File: src/rtl/adc_pkg.sv
// Shared definitions for the SAR converter responder: state encodings and
// default result width.
package adc_pkg;

  localparam int ADC_N = 8;

  typedef enum logic [1:0] {
    ADC_IDLE    = 2'd0,
    ADC_SAMPLE  = 2'd1,
    ADC_CONVERT = 2'd2,
    ADC_DONE    = 2'd3
  } adc_state_e;

  function automatic int max_int(input int a, input int b);
    return (a > b) ? a : b;
  endfunction

endpackage

File: src/rtl/adc_settle_timer.sv
// Loadable down-counter; tc is high while the count sits at zero. Times both
// the track/hold window and each DAC settle interval.
module adc_settle_timer #(
  parameter int W = 2
) (
  input  logic         clk,
  input  logic         reset,
  input  logic         load,
  input  logic [W-1:0] load_val,
  output logic         tc
);

  logic [W-1:0] cnt;

  always_ff @(posedge clk or negedge reset) begin
    if (!reset) begin
      cnt <= '0;
    end else if (load) begin
      cnt <= load_val;
    end else if (cnt != '0) begin
      cnt <= cnt - 1'b1;
    end
  end

  assign tc = (cnt == '0);

endmodule

File: src/rtl/adc_sar_responder.sv
// Converter side of the sc/eoc/oe handshake: samples on sc, runs an N-bit SAR
// search through the DAC/comparator, and raises eoc while the result is ready.
module adc_sar_responder
  import adc_pkg::*;
#(
  parameter int N          = ADC_N,
  parameter int SETTLE     = 2,
  parameter int SAMPLE_CYC = 2
) (
  input  logic         clk,
  input  logic         reset,
  input  logic         sc,
  input  logic         oe,
  input  logic         comp,
  output logic         track,
  output logic [N-1:0] dac,
  output logic         eoc,
  output logic [N-1:0] data,
  output logic [1:0]   dbg_state
);

  localparam int CW = $clog2(max_int(SETTLE, SAMPLE_CYC)) + 1;
  localparam int BW = $clog2(N);
  localparam logic [CW-1:0] SAMPLE_LD = CW'(SAMPLE_CYC - 1);
  localparam logic [CW-1:0] SETTLE_LD = CW'(SETTLE - 1);
  localparam logic [N-1:0]  ONE       = N'(1);

  adc_state_e    state, state_nxt;
  logic [N-1:0]  work, work_nxt, result;
  logic [BW-1:0] bit_idx;
  logic          tmr_load, tmr_tc;
  logic [CW-1:0] tmr_val;

  adc_settle_timer #(.W(CW)) u_timer (
    .clk      (clk),
    .reset    (reset),
    .load     (tmr_load),
    .load_val (tmr_val),
    .tc       (tmr_tc)
  );

  always_ff @(posedge clk or negedge reset) begin
    if (!reset) state <= ADC_IDLE;
    else        state <= state_nxt;
  end

  always_comb begin
    state_nxt = ADC_IDLE;
    case (state)
      ADC_IDLE:    state_nxt = sc ? ADC_SAMPLE : ADC_IDLE;
      ADC_SAMPLE:  state_nxt = tmr_tc ? ADC_CONVERT : ADC_SAMPLE;
      ADC_CONVERT: state_nxt = (tmr_tc && bit_idx == '0) ? ADC_DONE : ADC_CONVERT;
      ADC_DONE:    state_nxt = sc ? ADC_SAMPLE : ADC_DONE;
      default:     state_nxt = ADC_IDLE;
    endcase
  end

  always_comb begin
    track     = (state == ADC_SAMPLE);
    eoc       = (state == ADC_DONE);
    dbg_state = state;
  end

  // Timer reload points: a new start, the start of the first trial, each later trial.
  always_comb begin
    tmr_load = 1'b0;
    tmr_val  = SETTLE_LD;
    if ((state == ADC_IDLE || state == ADC_DONE) && sc) begin
      tmr_load = 1'b1;
      tmr_val  = SAMPLE_LD;
    end else if (state == ADC_SAMPLE && tmr_tc) begin
      tmr_load = 1'b1;
    end else if (state == ADC_CONVERT && tmr_tc && bit_idx != '0) begin
      tmr_load = 1'b1;
    end
  end

  always_comb begin
    work_nxt          = work;
    work_nxt[bit_idx] = comp;
  end

  always_ff @(posedge clk or negedge reset) begin
    if (!reset) begin
      dac     <= '0;
      work    <= '0;
      result  <= '0;
      bit_idx <= '0;
    end else begin
      case (state)
        ADC_IDLE, ADC_DONE: begin
          if (sc) begin
            dac  <= '0;
            work <= '0;
          end
        end
        ADC_SAMPLE: begin
          if (tmr_tc) begin
            bit_idx <= BW'(N - 1);
            dac     <= ONE << (N - 1);
            work    <= '0;
          end
        end
        ADC_CONVERT: begin
          if (tmr_tc) begin
            work <= work_nxt;
            if (bit_idx == '0) begin
              result <= work_nxt;
              dac    <= work_nxt;
            end else begin
              bit_idx <= bit_idx - 1'b1;
              dac     <= work_nxt | (ONE << (bit_idx - 1'b1));
            end
          end
        end
        default: ;
      endcase
    end
  end

  assign data = oe ? '0 : result;

endmodule
File: config.mk
export PLATFORM = sky130hd
export DESIGN_NAME = adc_sar_responder
export DESIGN_NICKNAME = d
export VERILOG_FILES = /design/src/rtl/adc_pkg.sv /design/src/rtl/adc_settle_timer.sv /design/src/rtl/adc_sar_responder.sv
export SDC_FILE = /design/constraint.sdc
export NUM_CORES = 1
export LEC_CHECK = 0
export BUFFER_PORTS_ARGS = -buffer_cell sky130_fd_sc_hd__buf_4
export CAP_MARGIN = 5
export CORE_AREA = 2 2 71 73
export CTS_CLUSTER_SIZE = 16
export DETAILED_ROUTE_END_ITERATION = 10
export DIE_AREA = 0 0 73 75
export PLACE_DENSITY_LB_ADDON = 0.3
export SLEW_MARGIN = 15
export SYNTH_ARGS = -nofsm -noshare
export SYNTH_HDL_FRONTEND = slang
export SYNTH_SLANG_ARGS = --single-unit
File: constraint.sdc
create_clock -name clk -period 1.7 [get_ports clk]
set_clock_uncertainty 0.1 [all_clocks]
set_input_delay 0.255 -clock clk [delete_from_list [all_inputs] [get_ports clk]]
set_output_delay 0.255 -clock clk [all_outputs]
set_load 0.1 [all_outputs]
# Yosys cells after proc, flatten, opt, wreduce, memory -nomap -nowiden
# Index checks and enable logic that the tools add are counted.
dict set report op_classes {
  addsub 2
  n_mul 0
  div_mod_pow 0
  magnitude_cmp 2
  eq_ne 7
  shift 1
  mux 26
  bitwise_logic 1
  n_reduce_logical 18
}
# cell count
set ops {}
lappend ops {{$mux 8} 7}
lappend ops {{$pmux 8 s3} 2}
lappend ops {{$mux 3} 3}
lappend ops {{$bwmux 8} 1}
lappend ops {{$mux 2} 4}
lappend ops {{$or 8x8->8} 1}
lappend ops {{$pmux 2 s4} 1}
lappend ops {{$shl 1x3->8 const A} 1}
lappend ops {{$logic_and 1x1->1} 6}
lappend ops {{$mux 1} 6}
lappend ops {{$ne 2x2->1 const B} 3}
lappend ops {{$pmux 3 s2} 1}
lappend ops {{$reduce_and 3->1} 2}
lappend ops {{$reduce_bool 2->1} 3}
lappend ops {{$eq 2x2->1 const B} 2}
lappend ops {{$logic_not 2->1} 2}
lappend ops {{$lt 3x4->1 const B} 1}
lappend ops {{$reduce_and 4->1} 1}
lappend ops {{$demux 1 s3} 1}
lappend ops {{$ge 3x1->1 const B} 1}
lappend ops {{$logic_not 3->1} 1}
lappend ops {{$reduce_bool 3->1} 1}
lappend ops {{$sub 3x1->3 const B} 1}
lappend ops {{$eq 2x1->1 const B} 1}
lappend ops {{other kinds (4)} 4}
dict set report word_totals {
  register_bits 31
  latchBits 0
  mem_bits_rw 0
  mem_bits_ro 0
  in_bits 5
  out_inout_bits 20
  wordCells 63
  mem_count 0
}

# Depth between registers and ports, before layout
dict set report logic_depth {
  depth_word 9
  depth_mapped 7
  ltp_nobuf 5
}

# By module
# Synthesis repeated with hierarchy kept, for this count alone.
dict set report unflattened {
  cells_unflattened 181
  hier_area_um2 1780.5
}
# module instances cells_per_inst area_per_inst_um2 seq_area_each_um2
set modules_own_cells {}
lappend modules_own_cells {adc_sar_responder 1 169 1666.6 725.7}
lappend modules_own_cells {adc_settle_timer 1 12 113.9 50.0}

# Worst setup path after synthesis
# Ideal clock, no wire load.
dict set report synth_timing {
  path_kind {flip-flop to flip-flop}
  start {register state[1], in the netlist dbg_state[1]}
  end {register work[0]}
  setup_ps 131
  arrival_ps 2553
  required_time_ps 1469
  setup_slack_ps -1085
  stages_incl_launch_ff 7
  path_buffers 1
  period_less_slack_ps 2785
  path_cell_list {dfrtp_1 > inv_1 > ha_1 > o21ba_4 > or2_1 > buf_6 > o2bb2ai_1}
}
dict set report synth_via {
  elab_cells_between_ends 10
  cone_classes {6 x eq/ne; 1 x mux; 3 x reduce/logical}
}
# item line
set synth_lines {}
lappend synth_lines {{from (decl)} adc_sar_responder.sv:28} ;# adc_state_e state, state_nxt;
lappend synth_lines {{from (signal assigned)} adc_sar_responder.sv:44} ;# else state <= state_nxt;
lappend synth_lines {{$eq 2x1->1 *} -}
lappend synth_lines {{via track} adc_sar_responder.sv:15} ;# output logic track,
lappend synth_lines {{$ne 2x1->1 (no source line)} -}
lappend synth_lines {{$reduce_and 3->1 (no source line)} -}
lappend synth_lines {{to (signal assigned)} adc_sar_responder.sv:106} ;# work <= work_nxt;
lappend synth_lines {{to (decl)} adc_sar_responder.sv:29} ;# logic [N-1:0] work, work_nxt, result;
# The timed path passes the listed nets; every way through them passes the cells marked *.
# A chain may end at the register's enable or synchronous reset.

# Final worst setup path
dict set report layout_timing {
  start {register state[1], in the netlist dbg_state[1]}
  end {output port track}
}
dict set report layout_via {
  elab_chain_cells 1
}
# item line
set layout_rtl {}
lappend layout_rtl {{$eq 2x1->1} adc_sar_responder.sv:59} ;# track = (state == ADC_SAMPLE);
lappend layout_rtl {{to (decl)} adc_sar_responder.sv:15}
# No other way between the ends.

==> impl_metrics.ini <==
[run_status]
status = completed

[critical_path]
critPathMaxStageDelay_ns = 0.52
crit_arrival_ns = 1.32
critical_path_class = flip-flop to output port
reg2reg_slack_ns = 0.08
crit_path_max_fanout = 5
cp_cell_sequence = inv_4, ha_4, buf_6, buf_12
cp-start-kind = flip-flop
worst_setup_path_end_kind = output port
cp_data_required_time_ns = 1.34
reg2regPathDepth = 5
slowest_stage = dfrtp_4

[placement]
gp_routability_congestion = 0.859
numPortBuffers = 24
dp_hpwl_mm = 3.27
dpl.cell_count = 255
place_ws_ns = -0.00840
placed_cell_area_um2 = 2220

[die]
initial_core_util_pct = 37.8
dieArea_um2 = 5480
die_w_um = 73
die_y_um = 75
num_rows = 25
ios = 25
fp.coreArea_um2 = 4660

[global_routing]
grt_overflow = 0
grt_first_pass_wirelength_mm = 7.31
antenna_found_initial = 0
grt_max_degree = 32
first_global_vias = 1435
grt_use_total_pct = 17.6

[clock_tree]
cts_sinks = 31
cts_root_buffer = clkbuf_8
cts_buffers = 5
htreeDepth = 2
clockBufferDepth = 2
cts_tree = done
clkSlewWorstSetupHoldPaths_ns = 0.06
insertion_delay_ns = 0.28

[synthesis]
synthSimpleGateAreaFrac_pct = 17.5
synth_cell_types = 38
ys_warn_count = 0
ys_dominant_reg_cell = dfrtp_1
synth_compound_area_share_pct = 19.8
synth_area_leaders = dfrtp_1 44%, ha_1 7.1%, mux2i_1 5.7%
yosysSeqAreaShare_pct = 44.0
yosysMostFrequentCell = dfrtp_1
netlist_area_um2 = 1760
synthXorXnorAreaFrac_pct = 0
syn_avg_cell_area_um2 = 10.5
synthMuxAreaShare_pct = 5.68
yosysTopAreaCell = dfrtp_1
synth_top_family_by_area = compound AO/OA/AOI/OAI gates
synth_seq_cells = 31
async_flop_share_pct = 100
synth.top_cell.area_share_pct = 44.0
yosys.area_share.adder_pct = 7.10
syn_nets = 183
synth_edf_count = 0
netlist_top_cells_count = 31 x dfrtp_1, 14 x nand2_1, 10 x ha_1, 10 x mux2i_1, 10 x o21ai_1
synth_cells = 168

[final_layout]
drive_gt1_share_pct = 42.0
stdcell_area_um2 = 2390
syn_to_final_growth_pct = 35.4
nets = 226
fin_cells = 266
n_antenna_cell = 0
fin_util_pct = 51.2

[detailed_routing]
vias = 1417
drt_iter0_markers = 60
via_per_inst = 5.33
drc = 0
wl_per_cell_um = 16.4
final_antenna_net_count = 0
first_pass_iters = 4
wl_mm = 4.37

[sta]
setup_tns_ns = 0
fin_ws_ns = 0.0295
max_slew_margin_pct = 73.0
period_minus_slack_ns = 1.67
rsz0062_at_grt = true
worst_slew_pin_slew_ns = 0.404
hold-worst-slack_ns = 0.222
setup_viol = 0
report.final.slew_viol_count = 0
hold_violations = 0
fin_crit_sh_pct = 98.3
fmax_mhz = 599

[hold_path]
min_delay_path_depth = 3
hold_class = input pin to flip-flop

[power_and_ir_drop]
total_power_mw = 3.34
powerDensity_nw_per_um2 = 1400
leakagePower_nw = 1.08
ir_drop_uv = 1140

[flow_run]
drv_cap = 0
[final cells by class]
cell class / instances / area (µm²)
clock buffer: 7 / 76.3
sequential: 31 / 783
clock inverter: 1 / 5.00
tap: 54 / 67.6
inverter: 9 / 36.3
fill: 411 / 2270
timing repair buffer: 46 / 414
multi-input combinational: 118 / 1000
[report_power, final]
group	internal (mW)	leakage, nW	switching [mW]	total (mW)
combinational	0.722	0.650	1.17	1.89
sequential	0.836	0.390	0.0671	0.903
clock	0.287	0.0422	0.265	0.551
total	1.84	1.08	1.50	3.34
[sequential cells by signal, indices dropped and copies added (netlist names)]
signal	count
work	8
result	8
bit_idx	3
dbg_state	2
dac	8
u_timer.cnt	2
[kinds of logic (layout without fill, tap and decap cells)]
| family | after synthesis | count (layout) |
|---|---|---|
| and+or+nand+nor | 49 | 49 |
| DFF | 31 | 31 |
| buffers and inverters | 19 | 63 |
| muxes | 10 | 10 |
| adders and majority gates | 10 | 10 |
| AOI/OAI and AO/OA | 49 | 49 |
[layer usage]
layer	share of wire, %	track usage (%)	up-vias
met5	0	0	-
met4	1.0	5.97	0
met3	4.1	4.42	5
met2	49	29.4	29
met1	46	22.5	689
li1	-	-	694
[timing repair]
item,CTS,global route
hold buffers,1,0
endpoints found under the setup margin,3,25
endpoints found under the hold margin,31,0
gates cloned,0,0
gates resized for setup,5,7
setup buffers,0,2
[critical path, delay by kind of cell (launching register included)]
kind / cells / cell delay [ns]
adder cells (fa/ha/maj): 1 / 0.13
buffers and inverters: 3 / 0.39
flip-flops: 1 / 0.52
[final timing paths]
check | from | end
min reg2reg | result[4] | result[4]
min | sc | dbg_state[0]
min in group asynchronous | reset | bit_idx[1]
max in group asynchronous | reset | dbg_state[1]
max | dbg_state[1] | track
max reg2reg | bit_idx[0] | dac[1]
[cell usage in the layout, fill, tap and decap left out, types with 2 or more instances in the layout]
master / count
ha_2: 3
ha_1: 4
nor2_2: 2
nor2b_2: 8
mux2i_1: 9
nor3b_2: 3
dfrtp_1: 29
o2bb2ai_1: 2
nand3b_1: 4
dfrtp_4: 2
a21oi_1: 7
inv_1: 7
clkbuf_8: 5
o2bb2ai_2: 6
nand2b_1: 3
ha_4: 3
buf_4: 39
nor2_1: 5
o21a_1: 2
nand2_1: 14
o21ai_1: 16
o221ai_1: 8
buf_12: 5
clkbuf_1: 2
Note: power is estimated with default switching activity, not from simulation.
